--- config.mk ---
export PLATFORM = sky130hd
export DESIGN_NAME = mvp_apb3_regs
export DESIGN_NICKNAME = d
export VERILOG_FILES = /design/src/rtl/mvp_apb3_regs.sv
export SDC_FILE = /design/constraint.sdc
export NUM_CORES = 1
export LEC_CHECK = 0
export ABC_AREA = 1
export CORE_ASPECT_RATIO = 0.6
export CORE_MARGIN = 4
export CORE_UTILIZATION = 30
export DETAILED_ROUTE_END_ITERATION = 7
export PLACE_DENSITY = 0.55
export SYNTH_ARGS = -nofsm -noshare
export SYNTH_HDL_FRONTEND = slang
export SYNTH_SLANG_ARGS = --single-unit
--- constraint.sdc ---
create_clock -name i_clk -period 10.1 [get_ports i_clk]
set_input_delay 2.02 -clock i_clk [delete_from_list [all_inputs] [get_ports i_clk]]
set_output_delay 2.02 -clock i_clk [all_outputs]
set_load 0.01 [all_outputs]
--- src/rtl/mvp_apb3_regs.sv ---
// mvp_apb3_regs: APB3 completer register bank with programmable wait states.
// Optional write protection (lock register at 0x084) under MVP_APB3_REGS_WPROT_EN.
module mvp_apb3_regs #(
    parameter int          NREG    = 8,
    parameter int          WAIT    = 1,
    parameter logic [31:0] RST_VAL = 32'h0
) (
    input  logic               i_clk,
    input  logic               i_rst,
    input  logic               i_si_psel,
    input  logic               i_si_penable,
    input  logic               i_si_pwrite,
    input  logic [31:0]        i_si_paddr,
    input  logic [31:0]        i_si_pwdata,
    output logic [31:0]        o_si_prdata,
    output logic               o_si_pready,
    output logic               o_si_pslverr,
    output logic [32*NREG-1:0] o_regs,
    output logic [NREG-1:0]    o_wr_pulse,
    input  logic [31:0]        i_status
);

    typedef enum logic {
        IDLE,
        ACCESS
    } state_t;

    localparam logic [3:0] WAIT_C = 4'(WAIT);
    localparam logic [5:0] NREG_C = 6'(NREG);

    state_t state_q, state_d;
    logic [3:0] cnt_q, cnt_d;

    logic [31:0] regs_q [NREG];
    logic [NREG-1:0] wr_pulse_q;
    logic [NREG-1:0] hit;

    logic [11:0] off;
    logic [4:0]  idx;
    logic        is_reg;
    logic        is_status;
    logic        is_lock;
    logic        lock_bit;
    logic        err;
    logic        done;
    logic        commit;
    logic [31:0] rd_val;
    logic        unused_paddr;

    assign off          = i_si_paddr[11:0];
    assign idx          = off[6:2];
    assign unused_paddr = ^i_si_paddr[31:12];

    assign is_reg = (off[1:0] == 2'b00) && (off[11:7] == 5'd0)
                  && ({1'b0, idx} < NREG_C);
    assign is_status = (off == 12'h080);

`ifdef MVP_APB3_REGS_WPROT_EN
    logic lock_q;

    assign is_lock  = (off == 12'h084);
    assign lock_bit = lock_q;

    always_ff @(posedge i_clk) begin
        if (i_rst) begin
            lock_q <= 1'b0;
        end else if (commit && is_lock) begin
            lock_q <= i_si_pwdata[0];
        end
    end
`else
    assign is_lock  = 1'b0;
    assign lock_bit = 1'b0;
`endif

    // Locked register writes still complete, but as errors.
    assign err = !(is_reg || is_status || is_lock)
               || (i_si_pwrite && is_status)
               || (i_si_pwrite && is_reg && lock_bit);

    assign done = (state_q == ACCESS) && i_si_psel && i_si_penable
               && (cnt_q == 4'd0);
    assign commit = done && i_si_pwrite && !err;

    always_comb begin
        for (int k = 0; k < NREG; k++) begin
            hit[k] = is_reg && (idx == 5'(k));
        end
    end

    always_comb begin
        rd_val = '0;
        if (is_status) rd_val = i_status;
        if (is_lock) rd_val = {31'd0, lock_bit};
        for (int k = 0; k < NREG; k++) begin
            if (hit[k]) rd_val = regs_q[k];
        end
    end

    always_comb begin
        state_d = state_q;
        cnt_d   = cnt_q;
        unique case (state_q)
            IDLE: begin
                if (i_si_psel && !i_si_penable) begin
                    state_d = ACCESS;
                    cnt_d   = WAIT_C;
                end
            end
            ACCESS: begin
                if (!i_si_psel) begin
                    state_d = IDLE;
                end else if (i_si_penable) begin
                    if (cnt_q == 4'd0) state_d = IDLE;
                    else cnt_d = cnt_q - 4'd1;
                end
            end
            default: state_d = IDLE;
        endcase
    end

    always_ff @(posedge i_clk) begin
        if (i_rst) begin
            state_q <= IDLE;
            cnt_q   <= 4'd0;
        end else begin
            state_q <= state_d;
            cnt_q   <= cnt_d;
        end
    end

    always_ff @(posedge i_clk) begin
        if (i_rst) begin
            for (int k = 0; k < NREG; k++) regs_q[k] <= RST_VAL;
            wr_pulse_q <= '0;
        end else begin
            for (int k = 0; k < NREG; k++) begin
                if (commit && hit[k]) regs_q[k] <= i_si_pwdata;
            end
            wr_pulse_q <= commit ? hit : '0;
        end
    end

    for (genvar k = 0; k < NREG; k++) begin : g_regs
        assign o_regs[32*k +: 32] = regs_q[k];
    end

    assign o_wr_pulse   = wr_pulse_q;
    assign o_si_pready  = done;
    assign o_si_pslverr = done && err;
    assign o_si_prdata  = (done && !i_si_pwrite && !err) ? rd_val : 32'd0;

endmodule

==> results.toml <==
[yosys]
synthArstFlopShare_pct = 0
synth_fp_nets = 1524
yosysWarnings = 0
ys_ff_latch = 269
syn_area_per_cell_um2 = 9.09
synth_edf_count = 256
yosysTopAreaCell = "edfxtp_1"
synthFlopType = "edfxtp_1"
synth.distinct_cells = 36
synth_top_area_share_pct = 59.5
synthCells = 1422
yosysMostFrequentCell = "nand2_1"
synth_area_um2 = 12900
synth.top_cells.by_count = "nand2_1, nor2_1, edfxtp_1, inv_1, o21ai_0"
synth_seq_area_share_pct = 61.5
synth_area_leaders = "edfxtp_1, nand2_1, nor2_1"

[setup_path]
reg2reg_from = "cnt_q[0]"
crit_arrival_ns = 6.18
worstPathMaxFanout = 53
critPathKind = "in -> out"
reg2reg_to = "regs_q[0][109]"
setup.worst_path.start_class = "input pin"
required_ns = 8.08
r2r_setup_slack_ns = 6.37
cp-end-kind = "output pin"
crit_path_end = "o_si_prdata[18]"
cp-startpoint = "i_si_paddr[4]"
r2r_cells = 11

[drt]
vias = 11500
via_per_inst = 4.89
ant_nets = 0
drt_iter0_markers = 1244
route.detailed.drc = 0
wl_um = 58000
first_pass_iters = 5
routedWlPerCell_um = 24.6

[layout]
area_growth_pct = 40.2
drive_above_1_share_pct = 5.65
antenna_cells = 0
finalNetCount = 1870

[timing]
hold_violations = 0
period_share_pct = 81.2
max_freq_ghz = 0.122
worst_pin_slew_ns = 1.02
setup-tns-final_ns = 0
maxSlewHeadroom_pct = 31.6
period_needed_ns = 8.20
finClkSkew_ns = 0.00700
setup_viol = 0
rsz0062_at_grt = "no"
fin_ws_ns = 1.90
maxSlewViolCount = 0

[floorplan]
dieArea_um2 = 46600
core_um2 = 42200
rows = 58
die_y_um = 169
ios = 399
dieWidth_um = 276
initial_utilization_pct = 30.6

[clock_tree]
cts_buffers = 28
cts_sinks = 269
cts_hold_buf = 0
htreeDepth = 1
clkTransAtPathRegs_ns = 0.06
cts_resized = 0
clockBufferDepth = 3
cts_tree = "built"
cts_root_buf = "clkbuf_16"
postCtsSetupRepairBufs = 0
insertion_delay_ns = 0.56

[power_and_ir_drop]
internal_power_mw = 1.98
clkPwrFrac_pct = 40.6
p_sw_share_pct = 23.9
p_leak_nw = 7.22
p_switching_mw = 0.623
p_per_area_nw_per_um2 = 144
vdd_drop_max_mv = 0.0992
combPwrFrac_pct = 9.5
pwr-share-seq_pct = 49.9

[placement]
place_ws_ns = 1.98
gp_congestion = 0.938
hpwl_um = 43300
port_buffers = 378

[grt]
grt_pass1_wl_um = 80000
grt_max_degree = 54
antenna_found_initial = 1
grt_pass1_vias = 10600
grt_util_all_layers_pct = 23.9
overflow = 0

[status]
run_status = "finished, final reports clean"

[hold_path]
min_path_type = "reg -> reg"

[job]
max-cap-violations = 0
==> power by group through the flow <==
stage                     clock, mW  combinational, mW  sequential [mW]
after floorplan                   0             0.0478             1.34
after global placement            0              0.247             1.32
after detailed placement          0              0.247             1.32
after CTS                      1.07              0.249             1.30
after global routing           1.12              0.260             1.30
final                          1.06              0.248             1.30
==> critical path, stage by stage <==
cell and delay [ns]:
clkdlybuf4s50_1 0.61, inv_4 0.20, nand2_2 0.11, nor2_8 0.47
nand3_4 0.52, o21ai_0 0.78, nand3_1 0.17, o21ai_1 0.17
nand2_1 0.12, nand2_1 0.09, nand2_1 0.05, nand2_1 0.23
a21oi_1 0.12, clkdlybuf4s50_1 0.49
==> worst min path at each step <==
| stage | endpoint | start | cells past startpoint |
|---|---|---|---|
| 2_1_floorplan | cnt_q[0] | cnt_q[0] | 1 |
| 3_3_place_gp | cnt_q[0] | cnt_q[0] | 1 |
| 3_5_place_dp | cnt_q[0] | cnt_q[0] | 1 |
| 4_1_cts | cnt_q[0] | cnt_q[0] | 1 |
| 5_1_grt | cnt_q[0] | cnt_q[0] | 1 |
| 6_report | cnt_q[0] | cnt_q[0] | 1 |
==> per-layer routing <==
layer | wire length [um] | global-route usage (%) | share of wire (%)
met4 | 1070 | 3.87 | 1.8
met3 | 6400 | 7.76 | 11
met5 | 12 | 0 | 0.021
met2 | 22700 | 32.2 | 39
met1 | 27800 | 37.5 | 48
==> final cells by class <==
class                   instances  area, um2
flip-flops and latches        269       7950
repair buffers                396       3910
well taps                     570        713
clock buffers                  37        786
multi-input cells             897       3970
clock inverters                14        121
inverters                     176        666
fillers                      4161      24100
==> through the flow <==
step / cells / utilization (%) / area (um2) / hold WS [ns] / total power, mW
global placement: 2308 / 40.8 / 17200 / 0.511 / 1.57
CTS: 2359 / 42.9 / 18100 / 0.531 / 2.62
global route: 2359 / 42.9 / 18100 / 0.562 / 2.68
detailed placement: 2308 / 40.8 / 17200 / 0.515 / 1.57
floorplan: 1422 / - / 12900 / 0.494 / 1.39
finish: 2359 / 42.9 / 18100 / 0.530 / 2.60
==> state kept, by name (all words and copies together), names as in the netlist <==
register    count
regs_q        256
state_q         1
o_wr_pulse      8
cnt_q           4
==> cell families after synthesis <==
group                    count (synthesis)  share of synthesized area (%)
AND/OR/NAND/NOR                        691                           22.4
adder cells (fa/ha/maj)                  1                         0.0968
buffers and inverters                  256                           8.00
flip-flops                             269                           61.5
AO/OA/AOI/OAI                          205                           8.01
==> placed cells by master, fill, tap and decap left out, types with 5 or more instances in the layout <==
master | netlist | routed
a21oi_1 | 79 | 79
buf_4 | 2 | 18
clkbuf_1 | 33 | 5
clkbuf_16 | 0 | 29
clkdlybuf4s50_1 | 0 | 377
clkinv_2 | 0 | 7
dfxtp_1 | 13 | 13
edfxtp_1 | 256 | 256
inv_1 | 163 | 163
inv_2 | 10 | 10
nand2_1 | 297 | 297
nand3_1 | 57 | 57
nand4_1 | 13 | 13
nor2_1 | 289 | 288
o21ai_0 | 94 | 92
o21ai_1 | 29 | 29
or2_0 | 5 | 5
or2_2 | 6 | 6
No activity file was read; power rests on OpenSTA's default activity.
==> patch, RTL diff (same settings) <==
Set the parameter `NREG` to 16 (it was 8).
--- a/src/rtl/mvp_apb3_regs.sv
+++ b/src/rtl/mvp_apb3_regs.sv
@@ -1,7 +1,7 @@
 // mvp_apb3_regs: APB3 completer register bank with programmable wait states.
 // Optional write protection (lock register at 0x084) under MVP_APB3_REGS_WPROT_EN.
 module mvp_apb3_regs #(
-    parameter int          NREG    = 8,
+    parameter int          NREG    = 16,
     parameter int          WAIT    = 1,
     parameter logic [31:0] RST_VAL = 32'h0
 ) (
Ports: changed (resized o_regs and o_wr_pulse); port bits go from 399 to 663. No check against the original RTL was run, so the function may have changed too.
==> patch against the unedited design <==
Sequential cell count is 264 higher; synthesized area increased by 81%; worst setup slack lost 520 ps; core utilization up 0.13 points; final cell count grew 70%; routed wire length increased by 110%; cell area up 81%; total power rose by 100%; highest routed layer unchanged.
==> patch: results (changes against the unedited design) <==
Synth
  – Xor-xnor portion of the synthesized cell area: 0.0374% (+0.037 points)
  – Sequential cell area fraction in the yosys report: 67.5% (+6.0 points)
  – Yosys cell types: 38 (+5.6%)
  – Post-Syn Area per Cell: 10.2 µm² (+12%)
  – Post-synth EDFFs: 512 (+100%)
  – Top post-synthesis cells by area: edfxtp_1 66%, nor2_1 9.2%, nand2_1 7.1%

GRT
  – First-pass GRT wire length: 162,000 µm (+100%)
  – GR Util met1: 38.2% (+0.70 points)
  – Met2 Track Usage GR: 42.9% (+11 points)
  – Met3 Track Usage GR: 10.9% (+3.1 points)
  – Total GRT Usage: 28.2% (+4.3 points)
  – Grt peak-use layer: met2

Status
  – Status: complete, no violations

Setup path
  – CP Data Arrival Time: 6700 ps (+520 ps)
  – Worst-path fanout max: 26 (-51%)
  – Reg2Reg Depth: 12 (+1)
  – Reg-to-Reg End: regs_q[0][255]$_SDFFCE_PN0P_
  – Crit path to: o_si_prdata[3]
  – Crit path launch: i_si_paddr[0]

Final layout
  – Max FFs per register: 512 (+100%)
  – Area of the multi-input gates: 0.00649 mm² (+64%)
  – N_diodes: 1 (+1)
  – Layout non-clock buf frac: 20.5% (-1.1 points)
  – Layout clock area frac: 5.72% (+0.71 points)
  – Share of cells above drive strength 1: 6.91% (+1.3 points)
  – Reg area: 0.0158 mm² (+99%)
  – Filler cell count: 7,312 (+76%)
  – NumNets Final: 3,023 (+62%)

Clock network
  – CTS Buf Count: 54 (+93%)
  – Clk Latency, worst-skew pair: 640 ps (+80 ps)

Place
  – DP Worst Slack: 1510 ps (-478 ps)
  – Dpl hpwl: 90,200 µm (+110%)
  – Post-place instance area: 0.0310 mm² (+80%)

Drt
  – Wire per inst: 30.3 µm (+23%)
  – Met2 routed WL: 52,900 µm (+130%)
  – Initial DRC count: 2,584 (+110%)

STA
  – Hold_ws: 484 ps (-45.9 ps)
  – Slew HR: 16.3% (-15 points)
  – Clock Skew: 19.5 ps (+12.5 ps)

Hold path
  – Worst hold path depth: 2 (+1)

Power
  – Maximum VDD drop: 119 µV (+20%)
  – Leakage: 0.0123 µW (+70%)
## patch: cell types whose count changed after synthesis, sizes merged, moves of 12 or more
cell / unedited run / this run
nor2: 296 / 584
edfxtp: 256 / 512
nand2: 301 / 447
a21oi: 79 / 162
o21ai: 123 / 74
clkbuf: 33 / 78
nand3: 61 / 105
inv: 175 / 136
clkinv: 1 / 38
or2: 11 / 35
nand4: 13 / 28
o211ai: 0 / 12
## patch: power by group
part           internal [µW]  switching, µW  leakage (µW)
clock network           1250            934      0.000910
registers               2540           74.2       0.00531
logic                    211            285       0.00604
total                   4000           1290        0.0123
## patch: per-stage QoR
step | instances | utilization [%] | total power (µW)
2_1_floorplan | 2301 | - | 2760
3_3_place_gp | 3905 | 40.6 | 3150
3_5_place_dp | 3905 | 40.6 | 3150
6_report | 4007 | 43.0 | 5290
4_1_cts | 4006 | 43.0 | 5320
5_1_grt | 4006 | 43.0 | 5430
